**src/rtl/uart_pkg.sv**
```systemverilog
// Shared definitions for the UART receiver/transmitter family:
// FSM state codes, parity modes and the parity helper.
package uart_pkg;

  localparam logic [2:0] ST_IDLE      = 3'd0;
  localparam logic [2:0] ST_START     = 3'd1;
  localparam logic [2:0] ST_DATA      = 3'd2;
  localparam logic [2:0] ST_PARITY    = 3'd3;
  localparam logic [2:0] ST_STOP      = 3'd4;
  localparam logic [2:0] ST_WAIT_HIGH = 3'd5;

  localparam logic PARITY_MODE_EVEN = 1'b0;
  localparam logic PARITY_MODE_ODD  = 1'b1;

  localparam int MAX_DATA_BITS = 9;

  // XOR of the low nbits of data, inverted for odd parity.
  function automatic logic calc_parity(input logic [MAX_DATA_BITS-1:0] data,
                                       input int nbits,
                                       input logic mode);
    logic p;
    p = mode;
    for (int i = 0; i < MAX_DATA_BITS; i++) begin
      if (i < nbits) begin
        p = p ^ data[i];
      end else begin
        p = p;
      end
    end
    return p;
  endfunction

endpackage

```
**src/rtl/uart_rx_param_baud_tick.sv**
```systemverilog
// Oversample tick divider: one-cycle tick every CLK_DIV system_clk cycles,
// realignable to a start edge via reload.
module uart_baud_tick #(
  parameter int CLK_DIV = 27
) (
  input  logic system_clk,
  input  logic reset,
  input  logic reload,
  output logic tick
);

  localparam int CNT_W = (CLK_DIV > 1) ? $clog2(CLK_DIV) : 1;
  localparam logic [CNT_W-1:0] CNT_LAST = CNT_W'(CLK_DIV - 1);

  logic [CNT_W-1:0] cnt_r;

  // Divider counter, restarted from zero on reload.
  always_ff @(posedge system_clk) begin
    if (!reset) begin
      cnt_r <= '0;
    end else if (reload) begin
      cnt_r <= '0;
    end else if (cnt_r == CNT_LAST) begin
      cnt_r <= '0;
    end else begin
      cnt_r <= cnt_r + CNT_W'(1);
    end
  end

  assign tick = (cnt_r == CNT_LAST);

endmodule

```
**src/rtl/uart_rx_param.sv**
```systemverilog
// Parametrised UART receiver in the system_clk domain: synchroniser, majority
// vote, framing/parity/break checks, valid/ready holding register, idle timeout.
module uart_rx_param
  import uart_pkg::*;
#(
  parameter int CLK_DIV      = 27,
  parameter int OVERSAMPLE   = 16,
  parameter int DATA_BITS    = 8,
  parameter int PARITY_EN    = 0,
  parameter int PARITY_ODD   = 0,
  parameter int STOP_BITS    = 1,
  parameter int IDLE_TIMEOUT = 32
) (
  input  logic                 system_clk,
  input  logic                 reset,
  input  logic                 rx,
  output logic [DATA_BITS-1:0] rx_data,
  output logic                 rx_valid,
  input  logic                 rx_ready,
  output logic                 frame_err,
  output logic                 parity_err,
  output logic                 break_det,
  output logic                 overrun_err,
  output logic                 idle_timeout,
  output logic                 busy
);

  localparam int SW         = $clog2(OVERSAMPLE);
  localparam int M          = OVERSAMPLE / 2;
  localparam int IDLE_TICKS = IDLE_TIMEOUT * OVERSAMPLE;
  localparam int IW         = $clog2(IDLE_TICKS + 1);

  localparam logic [SW-1:0] S_MID_LO  = SW'(M - 1);
  localparam logic [SW-1:0] S_MID     = SW'(M);
  localparam logic [SW-1:0] S_DEC     = SW'(M + 1);
  localparam logic [SW-1:0] S_LAST    = SW'(OVERSAMPLE - 1);
  localparam logic [3:0]    DATA_LAST = 4'(DATA_BITS - 1);
  localparam logic [3:0]    STOP_LAST = 4'(STOP_BITS - 1);
  localparam logic [IW-1:0] IDLE_LAST = IW'(IDLE_TICKS - 1);
  localparam logic          PAR_MODE  = (PARITY_ODD != 0) ? PARITY_MODE_ODD : PARITY_MODE_EVEN;

  logic                  sync1_r, rx_s_r, rx_d_r;
  logic [2:0]            state_r, state_nxt_s;
  logic [SW-1:0]         s_r;
  logic [3:0]            bit_cnt_r;
  logic                  samp_a_r, samp_b_r;
  logic [DATA_BITS-1:0]  shift_r;
  logic                  frame_flag_r, parity_flag_r, zero_r, done_r;
  logic [IW-1:0]         idle_cnt_r;
  logic                  armed_r;
  logic [DATA_BITS-1:0]  rx_data_r;
  logic                  rx_valid_r, frame_err_r, parity_err_r, break_det_r;
  logic                  overrun_err_r, idle_timeout_r, busy_r;

  logic                  tick_s, fall_s, start_s, bit_end_s, dec_s, maj_s;
  logic                  finish_s, accept_s, parity_exp_s;
  logic [MAX_DATA_BITS-1:0] par_data_s;

  uart_baud_tick #(.CLK_DIV(CLK_DIV)) u_baud_tick (
    .system_clk (system_clk),
    .reset      (reset),
    .reload     (start_s),
    .tick       (tick_s)
  );

  assign fall_s    = rx_d_r & ~rx_s_r;
  assign start_s   = (state_r == ST_IDLE) & fall_s;
  assign bit_end_s = tick_s & (s_r == S_LAST);
  assign dec_s     = tick_s & (s_r == S_DEC);
  assign maj_s     = (samp_a_r & samp_b_r) | (samp_a_r & rx_s_r) | (samp_b_r & rx_s_r);
  assign finish_s  = (state_r == ST_STOP) & dec_s & (bit_cnt_r == STOP_LAST);
  assign accept_s  = rx_valid_r & rx_ready;

  // Zero-extend the received word for the shared parity helper.
  always_comb begin
    par_data_s = '0;
    par_data_s[DATA_BITS-1:0] = shift_r;
    parity_exp_s = calc_parity(par_data_s, DATA_BITS, PAR_MODE);
  end

  // Two-flop synchroniser plus delayed copy for start-edge detection.
  always_ff @(posedge system_clk) begin
    if (!reset) begin
      sync1_r <= 1'b1;
      rx_s_r  <= 1'b1;
      rx_d_r  <= 1'b1;
    end else begin
      sync1_r <= rx;
      rx_s_r  <= sync1_r;
      rx_d_r  <= rx_s_r;
    end
  end

  // Next-state logic; a frame completes at the last stop bit's decision point.
  always_comb begin
    state_nxt_s = state_r;
    case (state_r)
      ST_IDLE: begin
        if (fall_s) state_nxt_s = ST_START;
        else        state_nxt_s = ST_IDLE;
      end
      ST_START: begin
        if (dec_s && maj_s)  state_nxt_s = ST_IDLE;
        else if (bit_end_s)  state_nxt_s = ST_DATA;
        else                 state_nxt_s = ST_START;
      end
      ST_DATA: begin
        if (bit_end_s && (bit_cnt_r == DATA_LAST))
          state_nxt_s = (PARITY_EN != 0) ? ST_PARITY : ST_STOP;
        else
          state_nxt_s = ST_DATA;
      end
      ST_PARITY: begin
        if (bit_end_s) state_nxt_s = ST_STOP;
        else           state_nxt_s = ST_PARITY;
      end
      ST_STOP: begin
        if (finish_s) state_nxt_s = maj_s ? ST_IDLE : ST_WAIT_HIGH;
        else          state_nxt_s = ST_STOP;
      end
      ST_WAIT_HIGH: begin
        if (rx_s_r) state_nxt_s = ST_IDLE;
        else        state_nxt_s = ST_WAIT_HIGH;
      end
      default: state_nxt_s = ST_IDLE;
    endcase
  end

  // State register with busy registered from the next state.
  always_ff @(posedge system_clk) begin
    if (!reset) begin
      state_r <= ST_IDLE;
      busy_r  <= 1'b0;
    end else begin
      state_r <= state_nxt_s;
      busy_r  <= (state_nxt_s != ST_IDLE);
    end
  end

  // Sample-position and bit counters.
  always_ff @(posedge system_clk) begin
    if (!reset) begin
      s_r       <= '0;
      bit_cnt_r <= 4'd0;
    end else begin
      if ((state_r == ST_IDLE) || (state_r == ST_WAIT_HIGH)) s_r <= '0;
      else if (tick_s) s_r <= (s_r == S_LAST) ? '0 : s_r + SW'(1);
      else s_r <= s_r;

      if (state_nxt_s != state_r) bit_cnt_r <= 4'd0;
      else if (bit_end_s)         bit_cnt_r <= bit_cnt_r + 4'd1;
      else                        bit_cnt_r <= bit_cnt_r;
    end
  end

  // Majority samples, data shift and per-frame flag staging.
  always_ff @(posedge system_clk) begin
    if (!reset) begin
      samp_a_r      <= 1'b1;
      samp_b_r      <= 1'b1;
      shift_r       <= '0;
      frame_flag_r  <= 1'b0;
      parity_flag_r <= 1'b0;
      zero_r        <= 1'b0;
      done_r        <= 1'b0;
    end else begin
      if (tick_s && (s_r == S_MID_LO)) samp_a_r <= rx_s_r;
      else                             samp_a_r <= samp_a_r;
      if (tick_s && (s_r == S_MID))    samp_b_r <= rx_s_r;
      else                             samp_b_r <= samp_b_r;

      if (start_s) begin
        frame_flag_r  <= 1'b0;
        parity_flag_r <= 1'b0;
        zero_r        <= 1'b1;
      end else if (dec_s) begin
        case (state_r)
          ST_DATA: begin
            shift_r <= {maj_s, shift_r[DATA_BITS-1:1]};
            zero_r  <= zero_r & ~maj_s;
          end
          ST_PARITY: begin
            parity_flag_r <= (maj_s != parity_exp_s);
            zero_r        <= zero_r & ~maj_s;
          end
          ST_STOP: begin
            frame_flag_r <= frame_flag_r | ~maj_s;
            zero_r       <= zero_r & ~maj_s;
          end
          default: zero_r <= zero_r;
        endcase
      end else begin
        zero_r <= zero_r;
      end

      done_r <= finish_s;
    end
  end

  // Holding register: a completing frame loads only if the slot is free or being drained.
  always_ff @(posedge system_clk) begin
    if (!reset) begin
      rx_data_r     <= '0;
      rx_valid_r    <= 1'b0;
      frame_err_r   <= 1'b0;
      parity_err_r  <= 1'b0;
      break_det_r   <= 1'b0;
      overrun_err_r <= 1'b0;
    end else if (done_r) begin
      if (!rx_valid_r || rx_ready) begin
        rx_data_r     <= shift_r;
        rx_valid_r    <= 1'b1;
        frame_err_r   <= frame_flag_r;
        parity_err_r  <= parity_flag_r;
        break_det_r   <= zero_r;
        overrun_err_r <= 1'b0;
      end else begin
        overrun_err_r <= 1'b1;
      end
    end else if (accept_s) begin
      rx_valid_r    <= 1'b0;
      frame_err_r   <= 1'b0;
      parity_err_r  <= 1'b0;
      break_det_r   <= 1'b0;
      overrun_err_r <= 1'b0;
    end else begin
      rx_valid_r <= rx_valid_r;
    end
  end

  // Idle timeout: armed by a completed frame, fires once per gap.
  always_ff @(posedge system_clk) begin
    if (!reset) begin
      armed_r        <= 1'b0;
      idle_cnt_r     <= '0;
      idle_timeout_r <= 1'b0;
    end else if (finish_s) begin
      armed_r        <= 1'b1;
      idle_cnt_r     <= '0;
      idle_timeout_r <= 1'b0;
    end else if (start_s) begin
      idle_cnt_r     <= '0;
      idle_timeout_r <= 1'b0;
    end else if (armed_r && (state_r == ST_IDLE) && tick_s) begin
      if (idle_cnt_r == IDLE_LAST) begin
        idle_timeout_r <= 1'b1;
        armed_r        <= 1'b0;
        idle_cnt_r     <= '0;
      end else begin
        idle_timeout_r <= 1'b0;
        idle_cnt_r     <= idle_cnt_r + IW'(1);
      end
    end else begin
      idle_timeout_r <= 1'b0;
    end
  end

  assign rx_data      = rx_data_r;
  assign rx_valid     = rx_valid_r;
  assign frame_err    = frame_err_r;
  assign parity_err   = parity_err_r;
  assign break_det    = break_det_r;
  assign overrun_err  = overrun_err_r;
  assign idle_timeout = idle_timeout_r;
  assign busy         = busy_r;

endmodule

```
**config.mk**
```make
export PLATFORM = sky130hd
export DESIGN_NAME = uart_rx_param
export DESIGN_NICKNAME = d
export VERILOG_FILES = /design/src/rtl/uart_pkg.sv /design/src/rtl/uart_rx_param_baud_tick.sv /design/src/rtl/uart_rx_param.sv
export SDC_FILE = /design/constraint.sdc
export NUM_CORES = 1
export LEC_CHECK = 0
export ABC_AREA = 1
export CAP_MARGIN = 20
export CORE_UTILIZATION = 58
export CTS_BUF_LIST = sky130_fd_sc_hd__clkbuf_16
export DETAILED_ROUTE_END_ITERATION = 12
export PLACE_DENSITY = 0.9
export SETUP_SLACK_MARGIN = 0.2
export SYNTH_ARGS = -nofsm -noshare
export SYNTH_HDL_FRONTEND = slang
export SYNTH_HIERARCHICAL = 1
export SYNTH_SLANG_ARGS = --single-unit
```
**constraint.sdc**
```tcl
create_clock -name system_clk -period 2.37 [get_ports system_clk]
set_input_delay 0.237 -clock system_clk [delete_from_list [all_inputs] [get_ports system_clk]]
set_output_delay 0.237 -clock system_clk [all_outputs]
set_load 0.005 [all_outputs]
```
==> metrics.csv, run 1 <==
stage,metric,value,unit
finish,drive_above_1_share,13.4,%
setup_path,critPathArrivalTime,2140,ps
detailed_routing,vias,2485,
logic_synthesis,syn_area,2810,sq um
logic_synthesis,synth_top_area_share,42.0,%
finish,layout.cells.non_filler,448,
global_routing,grt_max_degree,24,
timing,fin_ws,434,ps
clock_tree,cts_tree,done,
finish,area_growth,18.0,%
detailed_routing,drtAntennaViolNets,0,
setup_path,worst-path-max-fanout,10,
finish,fin_util,73.7,%
die,core.rowCount,24,
place,place_inst,432,
power,power,2.22,mW
timing,fin_setup_tns,0,ps
clock_tree,cts.sinks,59,
die,io_pins,19,
place,dp_hpwl,4050,microns
setup_path,end_kind,flip-flop,
detailed_routing,firstDrtPassIters,4,
clock_tree,post_cts_buffers,0,
timing,rsz0062_at_grt,no,
die,dieArea,5130,sq um
timing,finClkSkew,5.77,ps
finish,design_area,3320,sq um
global_routing,first_global_vias,2340,
clock_tree,clockBufferDepth,2,
global_routing,grt_pass1_wl,10400,microns
die,core,4500,sq um
clock_tree,cts-root-buf,clkbuf_16,
logic_synthesis,ys_seq_area_share,42.0,%
detailed_routing,avgViaCountPerCell,5.55,
timing,fin_crit,1940,ps
detailed_routing,routedWlPerCell,13.5,microns
die,die_h,71.7,microns
logic_synthesis,yosysTopAreaCell,dfxtp_1,
run,max-cap-violations,0,
power,peakVddDrop,0.000458,V
detailed_routing,drc,0,
detailed_routing,wl,6060,microns
min_path,hold_class,reg -> reg,
place,portBuffers,18,
power,total_leakage_power,1.37,nW
clock_tree,clkTransAtPathRegs,50,ps
timing,drv_slew,0,
finish,layout.area.seq,1180,sq um
place,globalplace.congestion,0.900,
finish,nNetsFinal,403,
logic_synthesis,ys_seq_elements,59,
global_routing,antenna_found_initial,0,
logic_synthesis,synth_fp_nets,376,
timing,max_slew_margin,65.1,%
setup_path,slowest_delay,350,ps
timing,hold_ws,419,ps
setup_path,timing.rr.start,u_baud_tick/cnt_r[0],
timing,worst_pin_slew,522,ps
place,place_area,3050,sq um
clock_tree,h-tree-depth,3,
logic_synthesis,ys.warnings.count,6,
logic_synthesis,avgSynthCellArea,7.73,sq um
timing,clock.fmax,0.516,GHz
finish,fill_cells,334,
finish,multiInputGateArea,1440,sq um
timing,fin_crit_sh,81.7,%
timing,hold_violations,0,
clock_tree,clock_latency,330,ps
setup_path,startpoint,u_baud_tick/cnt_r[0],
setup_path,start_kind,flip-flop,
timing,setup_violations,0,
status,status,"complete, no violations",
logic_synthesis,ys_types,39,
setup_path,path_cells,inv_1 > ha_1 > nand2_2 > nor2_4 > nand4_2 > nor2_4 > inv_1 > o21ai_0 > a21oi_1,
global_routing,overflow,0,
setup_path,cp_slowest_cell,dfxtp_1,
die,start_util,62.5,%
finish,diodes,0,
setup_path,critPathKind,reg -> reg,
clock_tree,cts_made_buffers,9,
logic_synthesis,synth.area.top_cells,"dfxtp_1 42%, nand2_1 7.7%, nor2_1 6.7%",
setup_path,cp.required,2580,ps
logic_synthesis,syn_inst,364,
global_routing,grt_use_total,26.3,%
power,power.density,669,nW/um^2
detailed_routing,drt_iter0_markers,170,
place,place_ws,317,ps
min_path,worstHoldStart,sync1_r,
die,die_width,71.7,microns
[worst paths after layout]
path                                    to  depth (start not counted)  slack [ps]
worst max-delay path            shift_r[5]                          9         430
worst min-delay path                rx_s_r                          1         420
worst max register to register  shift_r[5]                          9         430
worst min register to register      rx_s_r                          1         420
[metal layers]
layer | vias to the layer above | routed length [microns] | part of all wire (%) | GRT usage (%)
li1 | 1240 | - | - | -
met5 | - | 0 | 0 | 0
met1 | 1154 | 2680 | 44 | 30.4
met4 | 0 | 192 | 3.2 | 16.1
met2 | 71 | 2950 | 49 | 45.5
met3 | 20 | 239 | 3.9 | 4.22
[report_power, final]
| part | leakage (nW) | internal [mW] | switching (mW) | total (mW) |
|---|---|---|---|---|
| registers | 0.477 | 1.00 | 0.00945 | 1.01 |
| logic | 0.764 | 0.0270 | 0.0443 | 0.0713 |
| clock network | 0.127 | 0.690 | 0.447 | 1.14 |
| total | 1.37 | 1.72 | 0.500 | 2.22 |
[layout make-up]
cell class | instances | share of cell area (%)
flip-flops and latches | 59 | 35.6
well taps | 52 | 1.96
inverters | 44 | 5.05
repair buffers | 21 | 6.10
clock buffers | 9 | 6.78
clock inverters | 7 | 1.09
multi-input cells | 256 | 43.4
[logic make-up after synthesis]
group	Yosys count	share of synthesized area (%)
AO/OA/AOI/OAI	54	10.3
XOR/XNOR	14	4.36
adder cells (fa/ha/maj)	8	3.56
buffers and inverters	49	6.94
flip-flops	59	42.0
AND/OR/NAND/NOR	180	32.9
[placed cells by master, fill, tap and decap left out, types with 2 or more instances in the layout]
cell             count
dfxtp_1             59
nand2_1             58
nor2_1              50
inv_1               37
nand3_1             23
o21ai_0             23
a21oi_1             23
clkdlybuf4s50_1     18
clkbuf_16            9
nand4_1              8
ha_1                 8
inv_2                7
xnor2_1              7
xor2_1               7
nor3_1               6
nor2_4               5
nor3_2               5
nor3b_1              4
or2_2                4
nand2_2              4
nand3_2              3
buf_4                3
nor2_2               2
o21bai_1             2
o21ai_1              2
clkinv_1             2
clkinvlp_4           2
clkinv_2             2
[state kept, by name, indices dropped and copies added (netlist names), 3 cells and up]
name and count:
state_r 3, rx_data 8, u_baud_tick/cnt_r 5, idle_cnt_r 10, shift_r 8, bit_cnt_r 4
s_r 4
[synthesized netlist by cell type, drive strengths merged]
| cell | n |
|---|---|
| ha | 8 |
| xor2 | 7 |
| o21ai | 25 |
| o311ai | 1 |
| a21oi | 23 |
| nor3 | 11 |
| inv | 44 |
| o21bai | 3 |
| nor2 | 58 |
| nor4 | 1 |
| nand3 | 27 |
| o211ai | 1 |
| nand2 | 63 |
| or2 | 5 |
| xnor2 | 7 |
| o22ai | 1 |
| clkbuf | 2 |
| and2 | 1 |
| nand4 | 10 |
| dfxtp | 59 |
| nor3b | 4 |
| buf | 3 |
[worst max-delay path, delay by kind of cell (launching register included)]
| family | cells | cell delay [ps] |
|---|---|---|
| buffers and inverters | 2 | 230 |
| adder cells (fa/ha/maj) | 1 | 150 |
| AND/OR/NAND/NOR | 4 | 810 |
| flip-flops | 1 | 350 |
| AO/OA/AOI/OAI | 2 | 270 |
[what timing repair did]
action                     4_1_cts  5_1_grt
resized for setup                0        1
setup endpoints to repair        0       20
hold buffers                     0        0
No activity file was read; power rests on OpenSTA's default activity.
==> run 2, diff against run 1 <==
--- a/config.mk
+++ b/config.mk
@@ -7,10 +7,10 @@
 export LEC_CHECK = 0
 export ABC_AREA = 1
 export CAP_MARGIN = 20
-export CORE_UTILIZATION = 58
+export CORE_UTILIZATION = 53
 export CTS_BUF_LIST = sky130_fd_sc_hd__clkbuf_16
 export DETAILED_ROUTE_END_ITERATION = 12
-export PLACE_DENSITY = 0.9
+export PLACE_DENSITY = 0.87
 export SETUP_SLACK_MARGIN = 0.2
 export SYNTH_ARGS = -nofsm -noshare
 export SYNTH_HDL_FRONTEND = slang
==> constraint.sdc (replaced) <==
create_clock -name system_clk -period 1.62 [get_ports system_clk]
set_input_delay 0.162 -clock system_clk [delete_from_list [all_inputs] [get_ports system_clk]]
set_output_delay 0.162 -clock system_clk [all_outputs]
set_load 0.005 [all_outputs]
==> metrics.csv, run 2 (synthesis results as in run 1) <==
stage,metric,value,unit
min_path,hold_class,in -> reg,
place,place_ws,-126,ps
timing,max_slew_margin,64.5,%
global_routing,grt_pass1_wl,12700,microns
status,violations,setup timing,
clock_tree,clock_latency,340,ps
clock_tree,h-tree-depth,3,
finish,drive_above_1_share,37.0,%
setup_path,cp_slowest_cell,dfxtp_2,
timing,worst_pin_slew,532,ps
timing,rsz0062_at_grt,yes,
detailed_routing,drtAntennaViolNets,0,
finish,largest_reg_flops,10,
clock_tree,cts.sinks,59,
finish,diodes,0,
timing,fin_crit_sh,115,%
die,core,5110,sq um
place,dp_hpwl,4320,microns
die,die_h,74.9,microns
power,pwr-share-clk,52.6,%
setup_path,slowest_delay,320,ps
detailed_routing,vias,3034,
timing,fin_crit,1870,ps
clock_tree,clkTransAtPathRegs,50,ps
setup_path,end_kind,flip-flop,
clock_tree,cts.hold.buffers_added,0,
power,seqPwrFrac,42.8,%
finish,fill_cells,283,
detailed_routing,firstDrtPassIters,7,
power,combPwrFrac,4.6,%
clock_tree,cts_tree,done,
finish,mostFrequentLayoutCells,"53 x dfxtp_1, 48 x nand2_1, 35 x nor2_1",
detailed_routing,drc,0,
global_routing,antenna_found_initial,1,
global_routing,overflow,0,
power,peakVddDrop,0.000778,V
detailed_routing,wl,10300,microns
timing,fin_ws,-246,ps
place,globalplace.congestion,0.914,
finish,layout_commonest_cell,dfxtp_1,
timing,finClkSkew,9.85,ps
setup_path,critPathKind,reg -> reg,
finish,regMostFlops,idle_cnt_r,
detailed_routing,routedWlPerCell,20.7,microns
global_routing,grt_max_degree,24,
timing,setup_violations,33,
clock_tree,cts-root-buf,clkbuf_16,
die,start_util,55.1,%
die,core.rowCount,26,
setup_path,path_cells,inv_2 > ha_4 > nand2_4 > nor2_4 > buf_12 > nand3_4 > nor2_4 > nand2_2 > nand3_2 > nand3_2 > nand2_2 > inv_2 > nor2_1 > o21ai_1,
die,dieArea,5600,sq um
setup_path,worst-path-max-fanout,4,
global_routing,first_global_vias,2780,
setup_path,critPathArrivalTime,2080,ps
power,total_leakage_power,1.63,nW
run,max-cap-violations,0,
place,portBuffers,18,
setup_path,r2r_cells,14,
detailed_routing,avgViaCountPerCell,6.10,
timing,clock.fmax,0.536,GHz
clock_tree,clockBufferDepth,2,
power,power.density,849,nW/um^2
min_path,hold_depth,2,
clock_tree,cts_made_buffers,9,
power,p_int,2.68,mW
timing,hold_violations,0,
finish,layout.area.seq,1190,sq um
setup_path,cp.required,1830,ps
finish,area_growth,44.9,%
finish,fin_util,79.8,%
finish,multiInputGateArea,1830,sq um
die,io_pins,19,
timing,drv_slew,0,
global_routing,grt_use_total,31.2,%
status,status,finished with violations,
setup_path,start_kind,flip-flop,
die,die_width,74.9,microns
power,switching_share,22.5,%
finish,nNetsFinal,436,
detailed_routing,drt_iter0_markers,342,
power,power.switching,780,uW
-- run 2: layout make-up --
class	count	area share, %
repair buffers	54	12.7
clock buffers	9	5.52
clock inverters	5	1.17
multi-input cells	256	45.0
flip-flops and latches	59	29.2
well taps	70	2.15
inverters	44	4.36
-- run 2: metal layers --
layer	global-route usage (%)	up-vias	share of wire, %
met2	54.9	233	48
li1	-	1307	-
met4	22.9	2	7.5
met3	10.3	84	9.4
met5	0	-	0.13
met1	30.5	1408	35
-- run 2: final timing paths --
| path | start | endpoint | slack [ps] |
|---|---|---|---|
| worst max-delay path | u_baud_tick/cnt_r[0] | busy | -250 |
| worst min-delay path | rx | sync1_r | 390 |
| worst max register to register | u_baud_tick/cnt_r[0] | busy | -250 |
| worst min register to register | sync1_r | rx_s_r | 430 |
-- run 2: metrics by stage --
stage | total power [mW] | cell area, sq um | hold WS, ps | TNS [ps] | std cells
after detailed placement | 1.63 | 3270 | 410 | -946 | 465
after global routing | 3.54 | 4080 | 421 | -7960 | 497
after floorplan | 1.59 | 2880 | 269 | 0 | 364
after global placement | 1.63 | 3270 | 410 | -62.4 | 465
final | 3.46 | 4080 | 395 | -4380 | 497
after CTS | 3.41 | 3830 | 395 | -900 | 489
-- run 2: timing repair --
item | in CTS | in global routing
resized for setup | 59 | 47
pin swaps | 16 | 24
setup endpoints to repair | 36 | 49
cloned | 1 | 0
buffers inserted | 9 | 8
-- run 2: critical path: cells and delay by family, from the launching register on --
kind / cells / cell delay [ps]
AO/OA/AOI/OAI: 1 / 80
adder cells (fa/ha/maj): 1 / 130
buffers and inverters: 3 / 260
flip-flops: 1 / 320
AND/OR/NAND/NOR: 9 / 960
-- run 2: power groups by stage --
stage / sequential [mW] / clock [mW] / combinational (mW)
global route: 1.48 / 1.88 / 0.168
finish: 1.48 / 1.82 / 0.160
detailed placement: 1.51 / 0 / 0.126
CTS: 1.48 / 1.79 / 0.141
floorplan: 1.51 / 0 / 0.0790
global placement: 1.51 / 0 / 0.121
==> run 3, diff against run 2 <==
--- a/config.mk
+++ b/config.mk
@@ -6,10 +6,10 @@
 export NUM_CORES = 1
 export LEC_CHECK = 0
 export ABC_AREA = 1
-export CAP_MARGIN = 20
 export CORE_UTILIZATION = 53
 export CTS_BUF_LIST = sky130_fd_sc_hd__clkbuf_16
 export DETAILED_ROUTE_END_ITERATION = 12
+export HOLD_SLACK_MARGIN = 0.02
 export PLACE_DENSITY = 0.87
 export SETUP_SLACK_MARGIN = 0.2
 export SYNTH_ARGS = -nofsm -noshare
==> results of run 3 <==
No change in the layout: final DEF, timing and power equal those of run 2.
